==> src/rtl/npu_config_loader.sv <==
// npu_config_loader
//   Drains the NPU configuration FIFO and decodes header/payload records into
//   weight-memory writes, schedule-memory writes and I/O count registers.
//   One word per cycle; new FIFO reads are held off while the NPU is busy.
//
// Ports
//   CLK                   clock, rising edge
//   RST                   asynchronous active-low reset
//   cfg_fifo_data         FIFO read data, valid the cycle after a pop
//   cfg_fifo_empty        FIFO empty
//   cfg_fifo_read_enable  FIFO pop
//   npu_busy              NPU computing; blocks new pops
//   weight_wr_*           weight memory write port (en, PE id, addr, data)
//   sched_wr_*            schedule memory write port (en, addr, data)
//   num_inputs/outputs    latched I/O counts
//   config_valid          full configuration committed
//   cfg_done              one-cycle pulse on COMMIT
//   cfg_error             sticky error (bad PE id or address overflow)
module npu_config_loader #(
    parameter int unsigned WEIGHT_W = 16,
    parameter int unsigned W_ADDR_W = 8,
    parameter int unsigned SCHED_W  = 24,
    parameter int unsigned S_ADDR_W = 8,
    parameter int unsigned NUM_PE   = 8
) (
    input  logic                CLK,
    input  logic                RST,
    input  logic [25:0]         cfg_fifo_data,
    input  logic                cfg_fifo_empty,
    output logic                cfg_fifo_read_enable,
    input  logic                npu_busy,
    output logic                weight_wr_en,
    output logic [7:0]          weight_wr_pe,
    output logic [W_ADDR_W-1:0] weight_wr_addr,
    output logic [WEIGHT_W-1:0] weight_wr_data,
    output logic                sched_wr_en,
    output logic [S_ADDR_W-1:0] sched_wr_addr,
    output logic [SCHED_W-1:0]  sched_wr_data,
    output logic [7:0]          num_inputs,
    output logic [7:0]          num_outputs,
    output logic                config_valid,
    output logic                cfg_done,
    output logic                cfg_error
);

    typedef enum logic [1:0] {
        ST_HEADER    = 2'd0,
        ST_PAYLOAD_W = 2'd1,
        ST_PAYLOAD_S = 2'd2
    } state_t;

    typedef enum logic [1:0] {
        OP_WEIGHTS = 2'b00,
        OP_SCHED   = 2'b01,
        OP_IOCFG   = 2'b10,
        OP_COMMIT  = 2'b11
    } op_t;

    state_t                state_q, state_d;
    logic                  rd_valid_q;
    logic [15:0]           remaining_q, remaining_d;
    logic [7:0]            pe_q, pe_d;
    logic [W_ADDR_W-1:0]   waddr_q, waddr_d;
    logic [S_ADDR_W-1:0]   saddr_q, saddr_d;

    logic                  weight_wr_en_q, weight_wr_en_d;
    logic [7:0]            weight_wr_pe_q, weight_wr_pe_d;
    logic [W_ADDR_W-1:0]   weight_wr_addr_q, weight_wr_addr_d;
    logic [WEIGHT_W-1:0]   weight_wr_data_q, weight_wr_data_d;
    logic                  sched_wr_en_q, sched_wr_en_d;
    logic [S_ADDR_W-1:0]   sched_wr_addr_q, sched_wr_addr_d;
    logic [SCHED_W-1:0]    sched_wr_data_q, sched_wr_data_d;
    logic [7:0]            num_inputs_q, num_inputs_d;
    logic [7:0]            num_outputs_q, num_outputs_d;
    logic                  config_valid_q, config_valid_d;
    logic                  cfg_done_q, cfg_done_d;
    logic                  cfg_error_q, cfg_error_d;

    op_t                   hdr_op;
    logic [7:0]            hdr_target;
    logic [15:0]           hdr_count;
    logic                  pe_in_range;

    // Reads run ahead of decode; every popped word is consumed one cycle later.
    assign cfg_fifo_read_enable = RST & ~cfg_fifo_empty & ~npu_busy;

    assign hdr_op      = op_t'(cfg_fifo_data[25:24]);
    assign hdr_target  = cfg_fifo_data[23:16];
    assign hdr_count   = cfg_fifo_data[15:0];
    assign pe_in_range = ({24'd0, pe_q} < NUM_PE);

    always_comb begin
        state_d          = state_q;
        remaining_d      = remaining_q;
        pe_d             = pe_q;
        waddr_d          = waddr_q;
        saddr_d          = saddr_q;
        weight_wr_en_d   = 1'b0;
        weight_wr_pe_d   = weight_wr_pe_q;
        weight_wr_addr_d = weight_wr_addr_q;
        weight_wr_data_d = weight_wr_data_q;
        sched_wr_en_d    = 1'b0;
        sched_wr_addr_d  = sched_wr_addr_q;
        sched_wr_data_d  = sched_wr_data_q;
        num_inputs_d     = num_inputs_q;
        num_outputs_d    = num_outputs_q;
        config_valid_d   = config_valid_q;
        cfg_done_d       = 1'b0;
        cfg_error_d      = cfg_error_q;

        if (rd_valid_q) begin
            case (state_q)
                ST_HEADER: begin
                    if (hdr_op != OP_COMMIT) begin
                        config_valid_d = 1'b0;
                    end
                    case (hdr_op)
                        OP_WEIGHTS: begin
                            pe_d        = hdr_target;
                            waddr_d     = '0;
                            remaining_d = hdr_count;
                            if ({24'd0, hdr_target} >= NUM_PE) begin
                                cfg_error_d = 1'b1;
                            end
                            if ({16'd0, hdr_count} > (32'd1 << W_ADDR_W)) begin
                                cfg_error_d = 1'b1;
                            end
                            if (hdr_count != '0) begin
                                state_d = ST_PAYLOAD_W;
                            end
                        end
                        OP_SCHED: begin
                            saddr_d     = '0;
                            remaining_d = hdr_count;
                            if ({16'd0, hdr_count} > (32'd1 << S_ADDR_W)) begin
                                cfg_error_d = 1'b1;
                            end
                            if (hdr_count != '0) begin
                                state_d = ST_PAYLOAD_S;
                            end
                        end
                        OP_IOCFG: begin
                            num_inputs_d  = cfg_fifo_data[15:8];
                            num_outputs_d = cfg_fifo_data[7:0];
                        end
                        default: begin
                            config_valid_d = 1'b1;
                            cfg_done_d     = 1'b1;
                        end
                    endcase
                end
                ST_PAYLOAD_W: begin
                    // Out-of-range PE: word is still consumed, but no write issued.
                    if (pe_in_range) begin
                        weight_wr_en_d   = 1'b1;
                        weight_wr_pe_d   = pe_q;
                        weight_wr_addr_d = waddr_q;
                        weight_wr_data_d = cfg_fifo_data[WEIGHT_W-1:0];
                    end
                    waddr_d     = waddr_q + W_ADDR_W'(1);
                    remaining_d = remaining_q - 16'd1;
                    if (remaining_q == 16'd1) begin
                        state_d = ST_HEADER;
                    end
                end
                ST_PAYLOAD_S: begin
                    sched_wr_en_d   = 1'b1;
                    sched_wr_addr_d = saddr_q;
                    sched_wr_data_d = cfg_fifo_data[SCHED_W-1:0];
                    saddr_d         = saddr_q + S_ADDR_W'(1);
                    remaining_d     = remaining_q - 16'd1;
                    if (remaining_q == 16'd1) begin
                        state_d = ST_HEADER;
                    end
                end
                default: begin
                    state_d = ST_HEADER;
                end
            endcase
        end
    end

    always_ff @(posedge CLK or negedge RST) begin
        if (!RST) begin
            state_q          <= ST_HEADER;
            rd_valid_q       <= 1'b0;
            remaining_q      <= '0;
            pe_q             <= '0;
            waddr_q          <= '0;
            saddr_q          <= '0;
            weight_wr_en_q   <= 1'b0;
            weight_wr_pe_q   <= '0;
            weight_wr_addr_q <= '0;
            weight_wr_data_q <= '0;
            sched_wr_en_q    <= 1'b0;
            sched_wr_addr_q  <= '0;
            sched_wr_data_q  <= '0;
            num_inputs_q     <= '0;
            num_outputs_q    <= '0;
            config_valid_q   <= 1'b0;
            cfg_done_q       <= 1'b0;
            cfg_error_q      <= 1'b0;
        end else begin
            state_q          <= state_d;
            rd_valid_q       <= cfg_fifo_read_enable;
            remaining_q      <= remaining_d;
            pe_q             <= pe_d;
            waddr_q          <= waddr_d;
            saddr_q          <= saddr_d;
            weight_wr_en_q   <= weight_wr_en_d;
            weight_wr_pe_q   <= weight_wr_pe_d;
            weight_wr_addr_q <= weight_wr_addr_d;
            weight_wr_data_q <= weight_wr_data_d;
            sched_wr_en_q    <= sched_wr_en_d;
            sched_wr_addr_q  <= sched_wr_addr_d;
            sched_wr_data_q  <= sched_wr_data_d;
            num_inputs_q     <= num_inputs_d;
            num_outputs_q    <= num_outputs_d;
            config_valid_q   <= config_valid_d;
            cfg_done_q       <= cfg_done_d;
            cfg_error_q      <= cfg_error_d;
        end
    end

    assign weight_wr_en   = weight_wr_en_q;
    assign weight_wr_pe   = weight_wr_pe_q;
    assign weight_wr_addr = weight_wr_addr_q;
    assign weight_wr_data = weight_wr_data_q;
    assign sched_wr_en    = sched_wr_en_q;
    assign sched_wr_addr  = sched_wr_addr_q;
    assign sched_wr_data  = sched_wr_data_q;
    assign num_inputs     = num_inputs_q;
    assign num_outputs    = num_outputs_q;
    assign config_valid   = config_valid_q;
    assign cfg_done       = cfg_done_q;
    assign cfg_error      = cfg_error_q;

endmodule

==> config.mk <==
export PLATFORM = sky130hd
export DESIGN_NAME = npu_config_loader
export DESIGN_NICKNAME = d
export VERILOG_FILES = /design/src/rtl/npu_config_loader.sv
export SDC_FILE = /design/constraint.sdc
export NUM_CORES = 1
export LEC_CHECK = 0
export ABC_AREA = 1
export BUFFER_PORTS_ARGS = -buffer_cell sky130_fd_sc_hd__buf_2
export CORE_AREA = 2 2 108 99
export DETAILED_ROUTE_END_ITERATION = 16
export DIE_AREA = 0 0 110 101
export PLACE_DENSITY = 0.83
export SLEW_MARGIN = 0
export SYNTH_ARGS = -nofsm -noshare
export SYNTH_HDL_FRONTEND = slang
export SYNTH_SLANG_ARGS = --single-unit
==> constraint.sdc <==
create_clock -name CLK -period 3.45 [get_ports CLK]
set_input_delay 0.1725 -clock CLK [delete_from_list [all_inputs] [get_ports CLK]]
set_output_delay 0.1725 -clock CLK [all_outputs]
set_load 0.01 [all_outputs]
==> flow_summary.toml <==
[routing]
finalWirelength_um = 15300
dr_total_vias = 5335
top_layer_used = "met4"
avgViaCountPerCell = 5.54
avgRoutedWirePerCell_um = 15.8
drt_iter0_markers = 522
wl_met3_um = 1010
ant_nets = 0
met1Wirelength_um = 6400
dr.pass1.iters = 5
met2_length_um = 7560
drc_errors = 0

[worst_setup_path]
critPathLaunchType = "register"
arrival_ns = 2.71
cp_max_fo = 32
worstPathRequired_ns = 3.85
end_kind = "register"
path_class = "register to register"

[logic_synthesis]
avgSynthCellArea_um2 = 8.32
yosys-top-cells-count = "200 x nand2_1, 128 x dfrtp_1, 101 x o21ai_0"
syn_area_um2 = 5780
synth_top_area_share_pct = 55.5
ys_async_sr_fraction_pct = 100
synth-seq-cells = 128
synth_ff_type = "dfrtp_1"
synth_top_cell_by_area = "dfrtp_1"
synth_cell_types = 27
yosysWarnings = 0
yosysMostFrequentCell = "nand2_1"
synth_nets = 731
ys_seq_area_share_pct = 55.5
syn_inst = 694
synth_edf_count = 0
synthTopCellsByArea = "dfrtp_1 55%, nand2_1 13%, o21ai_0 8.8%"

[timing]
worst_clock_skew_ns = 0.00916
final.setup.worst_slack_ns = 1.14
hold_violations = 0
setup-violations-final = 0
fin_tns_setup_ns = 0
fmax_ghz = 0.433
fin_crit_ns = 2.31
max_slew_margin_pct = 31.3
worst_slew_pin_slew_ns = 1.03
final_max_slew_viol_count = 0
fin_crit_sh_pct = 67.0
rsz0062_at_grt = "no"

[cts]
post_cts_resized = 0
insertion_delay_ns = 0.52
numCtsBuffers = 17
clockRootBuffer = "clkbuf_8"
cts_sinks = 128
cts_max_path_buffers = 2
postCtsSetupRepairBufs = 0
path_clk_slew_ns = 0.06
cts_tree = "built"
ctsHoldBuffers = 14
cts_max_level = 4

[layout]
fin_nets = 859
syn2layout_area_growth_pct = 23.6
fin_area_um2 = 7140
antenna_cells = 0
drive_gt1_share_pct = 20.1
final_core_util_pct = 71.2
fillers = 716

[job]
maxCapViolCount = 0

[min_path]
hold_path.class = "input port to register"

[global_route]
gr-total-overflow = 0
track_usage_pct = 28.5
grt_pass1_wl_um = 24100
grt_max_degree = 67
grt_pass1_vias = 5039
antenna_found_initial = 0

[floorplan]
core.rowCount = 35
initial_core_util_pct = 57.6
die_w_um = 110
die_h_um = 101
die_area_um2 = 11100
core_region_area_um2 = 10000
ios = 116

[pwr]
p_int_w = 0.00386
ir_drop_mv = 0.458
switching_share_pct = 37.4
switchingPower_w = 0.00231
combPwrFrac_pct = 31.6
p_clk_share_pct = 28.6
power.density_nw_per_um2 = 864
p_leak_nw = 3.78
pwr-share-seq_pct = 39.8
total_power_w = 0.00616

[place]
pre_cts_ws_ns = 1.16
place_area_um2 = 6410
place_congestion = 0.991
numPortBuffers = 115
hpwlAfterDp_um = 10300

[run_status]
outcome = "completed"
==> cells in the final DEF, fill, tap and decap left out <==
master / Yosys / routed
clkinv_4: 0 / 3
buf_2: 10 / 114
nand2_1: 200 / 199
inv_1: 80 / 80
nor3_1: 10 / 10
clkbuf_8: 0 / 1
buf_4: 4 / 7
nor4_4: 1 / 1
clkbuf_16: 0 / 16
clkbuf_1: 9 / 1
a21oi_1: 16 / 16
xor2_1: 1 / 1
o22ai_1: 1 / 1
o211ai_1: 1 / 1
o21ai_0: 101 / 101
ha_1: 7 / 7
nand4_1: 14 / 14
clkinv_2: 0 / 2
dfrtp_1: 128 / 128
or2_2: 1 / 1
bufinv_16: 0 / 3
o21ai_1: 5 / 5
a22oi_1: 1 / 1
nand3_1: 34 / 34
nor2_1: 51 / 51
a21o_1: 1 / 1
nand2_2: 3 / 4
inv_2: 4 / 4
clkinvlp_4: 0 / 4
nand3_4: 1 / 1
o21ai_2: 6 / 6
nor3b_1: 1 / 1
dlygate4sd3_1: 0 / 14
inv_6: 0 / 1
==> worst max-delay path, stage by stage (launching register included) <==
cell and delay, ns:
dfrtp_1 0.39, inv_1 0.10, ha_1 0.26, nand2_2 0.10, inv_2 0.12, nand3_1 0.72, o21ai_0 0.50
==> final cells by class <==
type	instances	area [um^2]	share of cell area (%)
Sequential cell	128	3200	44.9
Multi-Input combinational cell	456	2110	29.6
Timing Repair Buffer	135	763	10.7
Clock buffer	18	418	5.85
Inverter	84	315	4.42
Clock inverter	13	165	2.31
Tap cell	129	161	2.26
==> routing by layer <==
metal,vias up,GRT usage [%]
li1,2477,-
met1,2564,37.0
met2,260,47.5
met3,34,5.69
met4,0,10.1
met5,-,0
==> stage by stage <==
| stage | hold slack [ns] | std cells |
|---|---|---|
| 6_report | 0.0166 | 963 |
| 5_1_grt | 0.0133 | 963 |
| 4_1_cts | 0.0000493 | 963 |
| 3_5_place_dp | 0.179 | 918 |
| 3_3_place_gp | 0.169 | 918 |
| 2_1_floorplan | -0.123 | 694 |
==> power groups by stage <==
stage | registers [W] | clock network, W | logic (W)
finish | 0.00245 | 0.00176 | 0.00195
floorplan | 0.00255 | 0 | 0.00103
global route | 0.00250 | 0.00184 | 0.00220
detailed placement | 0.00244 | 0 | 0.00189
global placement | 0.00242 | 0 | 0.00180
CTS | 0.00243 | 0.00177 | 0.00193
==> state kept, by name, summed over array words and instances (netlist names), 2 cells and up <==
signal	flops
weight_wr_addr	8
state_q	2
sched_wr_addr	8
weight_wr_data	16
sched_wr_data	24
num_outputs	8
pe_q	8
saddr_q	8
remaining_q	16
waddr_q	8
weight_wr_pe	8
num_inputs	8
==> worst paths after layout <==
check,from,to,slack [ns],cells past startpoint
max,state_q[0],num_inputs[5],1.14,6
min,cfg_fifo_data[25],cfg_done,0.02,3
max reg2reg,state_q[0],num_inputs[5],1.14,6
min reg2reg,pe_q[0],weight_wr_pe[0],0.47,2
max in group asynchronous,RST,weight_wr_pe[1],2.11,3
min in group asynchronous,RST,sched_wr_data[6],0.17,2
==> cell families after synthesis <==
logic type	Yosys count	share of synthesized area [%]
simple gates	316	22.9
fa+ha+maj	7	1.52
flops	128	55.5
compound gates	132	12.0
buf+inv	110	8.02
xor+xnor	1	0.152
Note: power is estimated with default switching activity, not from simulation.
